<file path="config.mk">
export PLATFORM = sky130hd
export DESIGN_NAME = seq_mul8
export DESIGN_NICKNAME = d
export VERILOG_FILES = /design/src/rtl/seq_mul8.sv
export SDC_FILE = /design/constraint.sdc
export NUM_CORES = 1
export LEC_CHECK = 0
export BUFFER_PORTS_ARGS = -buffer_cell sky130_fd_sc_hd__buf_2
export CAP_MARGIN = 10
export CORE_MARGIN = 1
export CORE_UTILIZATION = 45
export CTS_CLUSTER_DIAMETER = 40
export DETAILED_ROUTE_END_ITERATION = 7
export PLACE_DENSITY = 0.77
export SETUP_SLACK_MARGIN = 0.2
export SKIP_LAST_GASP = 1
export SLEW_MARGIN = 20
export SYNTH_ARGS = -nofsm -noshare
export SYNTH_HDL_FRONTEND = slang
export SYNTH_SLANG_ARGS = --single-unit
</file>
<file path="constraint.sdc">
create_clock -name clk -period 2.1 [get_ports clk]
set_input_delay 0.105 -clock clk [delete_from_list [all_inputs] [get_ports clk]]
set_output_delay 0.105 -clock clk [all_outputs]
set_load 0.02 [all_outputs]
</file>
<file path="src/rtl/seq_mul8.sv">
// Sequential shift-add unsigned multiplier driving an external WIDTH-bit adder.
// One iteration per cycle; the product is loaded into p on the RUN->DONE transition.
module seq_mul8 #(
  parameter int unsigned WIDTH = 8
) (
  input  logic                 clk,
  input  logic                 rst_n,
  input  logic                 start,
  input  logic [WIDTH-1:0]     a,
  input  logic [WIDTH-1:0]     b,
  output logic [WIDTH-1:0]     add_a,
  output logic [WIDTH-1:0]     add_b,
  output logic                 add_cin,
  input  logic [WIDTH-1:0]     add_s,
  input  logic                 add_cout,
  output logic [2*WIDTH-1:0]   p,
  output logic                 busy,
  output logic                 done
);

  localparam int unsigned CNT_W = $clog2(WIDTH) + 1;

  typedef enum logic [1:0] {
    IDLE = 2'd0,
    RUN  = 2'd1,
    DONE = 2'd2
  } state_t;

  state_t               state_q, state_d;
  logic [WIDTH-1:0]     m_q, m_d;
  logic [WIDTH-1:0]     hi_q, hi_d;
  logic [WIDTH-1:0]     lo_q, lo_d;
  logic [CNT_W-1:0]     cnt_q, cnt_d;
  logic [2*WIDTH-1:0]   p_q, p_d;
  logic                 busy_q, busy_d;
  logic                 done_q, done_d;

  always_comb begin
    state_d = state_q;
    m_d     = m_q;
    hi_d    = hi_q;
    lo_d    = lo_q;
    cnt_d   = cnt_q;
    p_d     = p_q;
    busy_d  = busy_q;
    done_d  = 1'b0;
    add_a   = hi_q;
    add_b   = '0;
    add_cin = 1'b0;

    case (state_q)
      IDLE: begin
        if (start) begin
          m_d     = a;
          lo_d    = b;
          hi_d    = '0;
          cnt_d   = '0;
          state_d = RUN;
          busy_d  = 1'b1;
        end
      end
      RUN: begin
        // Sum is always taken; with lo[0]=0 the adder simply passes hi through.
        add_b = lo_q[0] ? m_q : '0;
        hi_d  = {add_cout, add_s[WIDTH-1:1]};
        lo_d  = {add_s[0], lo_q[WIDTH-1:1]};
        cnt_d = cnt_q + CNT_W'(1);
        if (cnt_q == CNT_W'(WIDTH - 1)) begin
          p_d     = {hi_d, lo_d};
          state_d = DONE;
          done_d  = 1'b1;
        end
      end
      DONE: begin
        state_d = IDLE;
        busy_d  = 1'b0;
      end
      default: begin
        state_d = IDLE;
        busy_d  = 1'b0;
      end
    endcase
  end

  always_ff @(posedge clk) begin
    if (!rst_n) begin
      state_q <= IDLE;
      m_q     <= '0;
      hi_q    <= '0;
      lo_q    <= '0;
      cnt_q   <= '0;
      p_q     <= '0;
      busy_q  <= 1'b0;
      done_q  <= 1'b0;
    end else begin
      state_q <= state_d;
      m_q     <= m_d;
      hi_q    <= hi_d;
      lo_q    <= lo_d;
      cnt_q   <= cnt_d;
      p_q     <= p_d;
      busy_q  <= busy_d;
      done_q  <= done_d;
    end
  end

  assign p    = p_q;
  assign busy = busy_q;
  assign done = done_q;

endmodule
</file>
==> results.toml <==
[cts]
clk_latency_ps = 300
cts_resized = 0
cts_tree = "done"
cts_buffer_depth = 2
htree_levels = 2
clock-sinks = 48
root_buffer = "clkbuf_8"
post_cts_buffers = 0
ctsHoldBuffers = 0
numCtsBuffers = 5
clk_pin_slew_ps = 90

[synthesis]
synth_compound_area_share_pct = 22.5
synth_warnings = 0
synth-simple-area-share_pct = 19.3
synthMuxAreaShare_pct = 0
netlist_area_sq_um = 1870
synthAdderAreaFrac_pct = 0.668
synthArstFlopShare_pct = 0
synth_xor_area_share_pct = 0
synth.net_count = 226
synth.distinct_cells = 32
synth.avg_cell_area_sq_um = 9.50
synth_seq_cells = 48
synth_top_family_by_area = "compound AO/OA/AOI/OAI gates"
synth-main-ff-cell = "dfxtp_1"
synth_cells = 197
synth_edf_count = 0
seq_area_frac_synth_pct = 51.3

[routing]
vias_per_cell = 5.18
wl_per_cell_um = 13.0
post-route-drc-count = 0
vias = 1576
dr.pass1.iters = 4
dr.first_iter.drc_count = 74
wl_mm = 3.97
ant_nets = 0

[timing]
setup_tns_ps = 0
maxSlewViolCount = 0
relSlewSlack_pct = 56.0
setup_viol = 0
fin_crit_sh_pct = 83.9
fin_hold_ws_ps = 33.9
fin_crit_ps = 1760
rsz0062_at_grt = "no"
worst_pin_slew_ps = 659
max_freq_ghz = 0.568
hold_viol = 0
fin_worst_skew_ps = 5.03

[global_routing]
grt_pass1_vias = 1433
grt_remaining_overflow = 0
grt_pass1_wl_mm = 6.60
grt_antenna_before_repair = 0
grt_max_degree = 26
grtUsageTotal_pct = 20.0

[place]
routabilityCongestion = 0.770
hpwlAfterDp_mm = 2.69
dp.cells = 296
io_buffers = 61

[worst_setup_path]
worstSetupPathType = "reg2out"
rr_worst_depth = 4
setup.worst_path.end_class = "output pin"
startpoint = "state_q[0]"
crit_end = "add_b[5]"
r2r_end = "p[3]"
critPathLaunchType = "register"
arrival_ps = 1660
crit_fanout = 25
reg2reg_slack_ps = 460
worst-endpoint-required_ps = 2000
r2r-start = "cnt_q[0]"

[floorplanning]
core_region_area_sq_um = 4000
die_area_sq_um = 4420
die_w_um = 66.5
row_count = 23
io_pins = 63
die_h_um = 66.5
start_util_pct = 46.8

[final_layout]
fin_nets = 282
final_cells = 304
layout_commonest_cell = "buf_2"
final_cell_mix = "buf_2, dfxtp_1, nand2_1, a22o_1, and3_1"
area_growth_pct = 21.4
finish.utilization_pct = 56.8
n_antenna_cell = 0
drive_above_1_share_pct = 30.7

[power_and_ir_drop]
power_density_nw_per_um2 = 789
ir_drop_v = 0.000611
p_seq_share_pct = 54.1
switching_power_mw = 0.427
p_leak_nw = 1.09
intPower_mw = 1.37
combPwrFrac_pct = 9.4
clkPwrFrac_pct = 36.4
sw_frac_of_total_pct = 23.8

[job]
cap_violations = 0

[outcome]
status = "finished, final reports clean"

[min_path]
whs_path_depth = 2
hold_path.class = "in2reg"
## layout make-up
type	instances	area, sq um
multi-input cells	132	798
inverters	1	3.75
flip-flops and latches	48	961
clock buffers	5	68.8
repair buffers	65	335
well taps	50	62.6
fillers	369	1730
clock inverters	3	42.5
## routing by layer
layer,track usage (%),wire [um],part of all wire [%]
met5,0,0,0
met4,8.78,61,1.5
met3,5.14,228,5.7
met2,29.8,1770,45
met1,26.9,1900,48
## per-stage QoR
step                      power [mW]  cell area, sq um  worst slack [ps]
after floorplan                 1.10              1870               636
after global placement          1.16              2160               502
after detailed placement        1.16              2160               455
after CTS                       1.82              2270               299
after global routing            1.88              2270               211
final                           1.79              2270               339
## worst min path at each step
stage                        start     end  slack, ps
final                     add_s[4]   p[11]         30
after global routing          a[2]  m_q[2]         20
after CTS                 add_s[4]   p[11]         20
after detailed placement  add_s[4]   p[11]        350
after global placement    add_s[4]   p[11]        340
after floorplan           add_s[3]   p[10]        240
## registers in the layout, summed over array words and instances, names as in the netlist
name / flops
cnt_q: 4
add_a: 8
state_q: 2
p: 16
m_q: 8
done: 1
lo_q: 8
busy: 1
## power by group through the flow
stage / Sequential [mW] / Clock [mW] / Combinational (mW)
after floorplan: 0.996 / 0 / 0.106
after global placement: 0.990 / 0 / 0.168
after detailed placement: 0.991 / 0 / 0.172
after CTS: 0.970 / 0.675 / 0.172
after global routing: 0.977 / 0.713 / 0.191
final: 0.970 / 0.653 / 0.169
## kinds of logic (layout without fill, tap and decap cells)
group / after synthesis / count (layout)
other: 1 / 1
AND/OR/NAND/NOR: 73 / 73
AO/OA/AOI/OAI: 57 / 57
flip-flops: 48 / 48
buffers and inverters: 17 / 74
adder cells (fa/ha/maj): 1 / 1
## synth_stat cells, drive strengths merged (2+ instances only)
library cell  instances  area share (%)
buf                  13             5.2
nor3b                 2             1.1
nand2                43             8.6
o21ai                 8             2.1
dfxtp                48              51
a21boi               18             7.4
nand3                10             2.7
a22o                 16             7.5
a21oi                 3            0.80
and3                 11             3.7
and3b                 2             1.1
clkbuf                3            0.60
a31oi                 8             2.7
nor2b                 2             1.1
## worst max-delay path, stage by stage, from the launching register on
cell and delay [ps]:
dfxtp_1 430, nor2b_4 270, buf_4 300, and3_1 190
buf_2 160
Note: power is estimated with default switching activity, not from simulation.
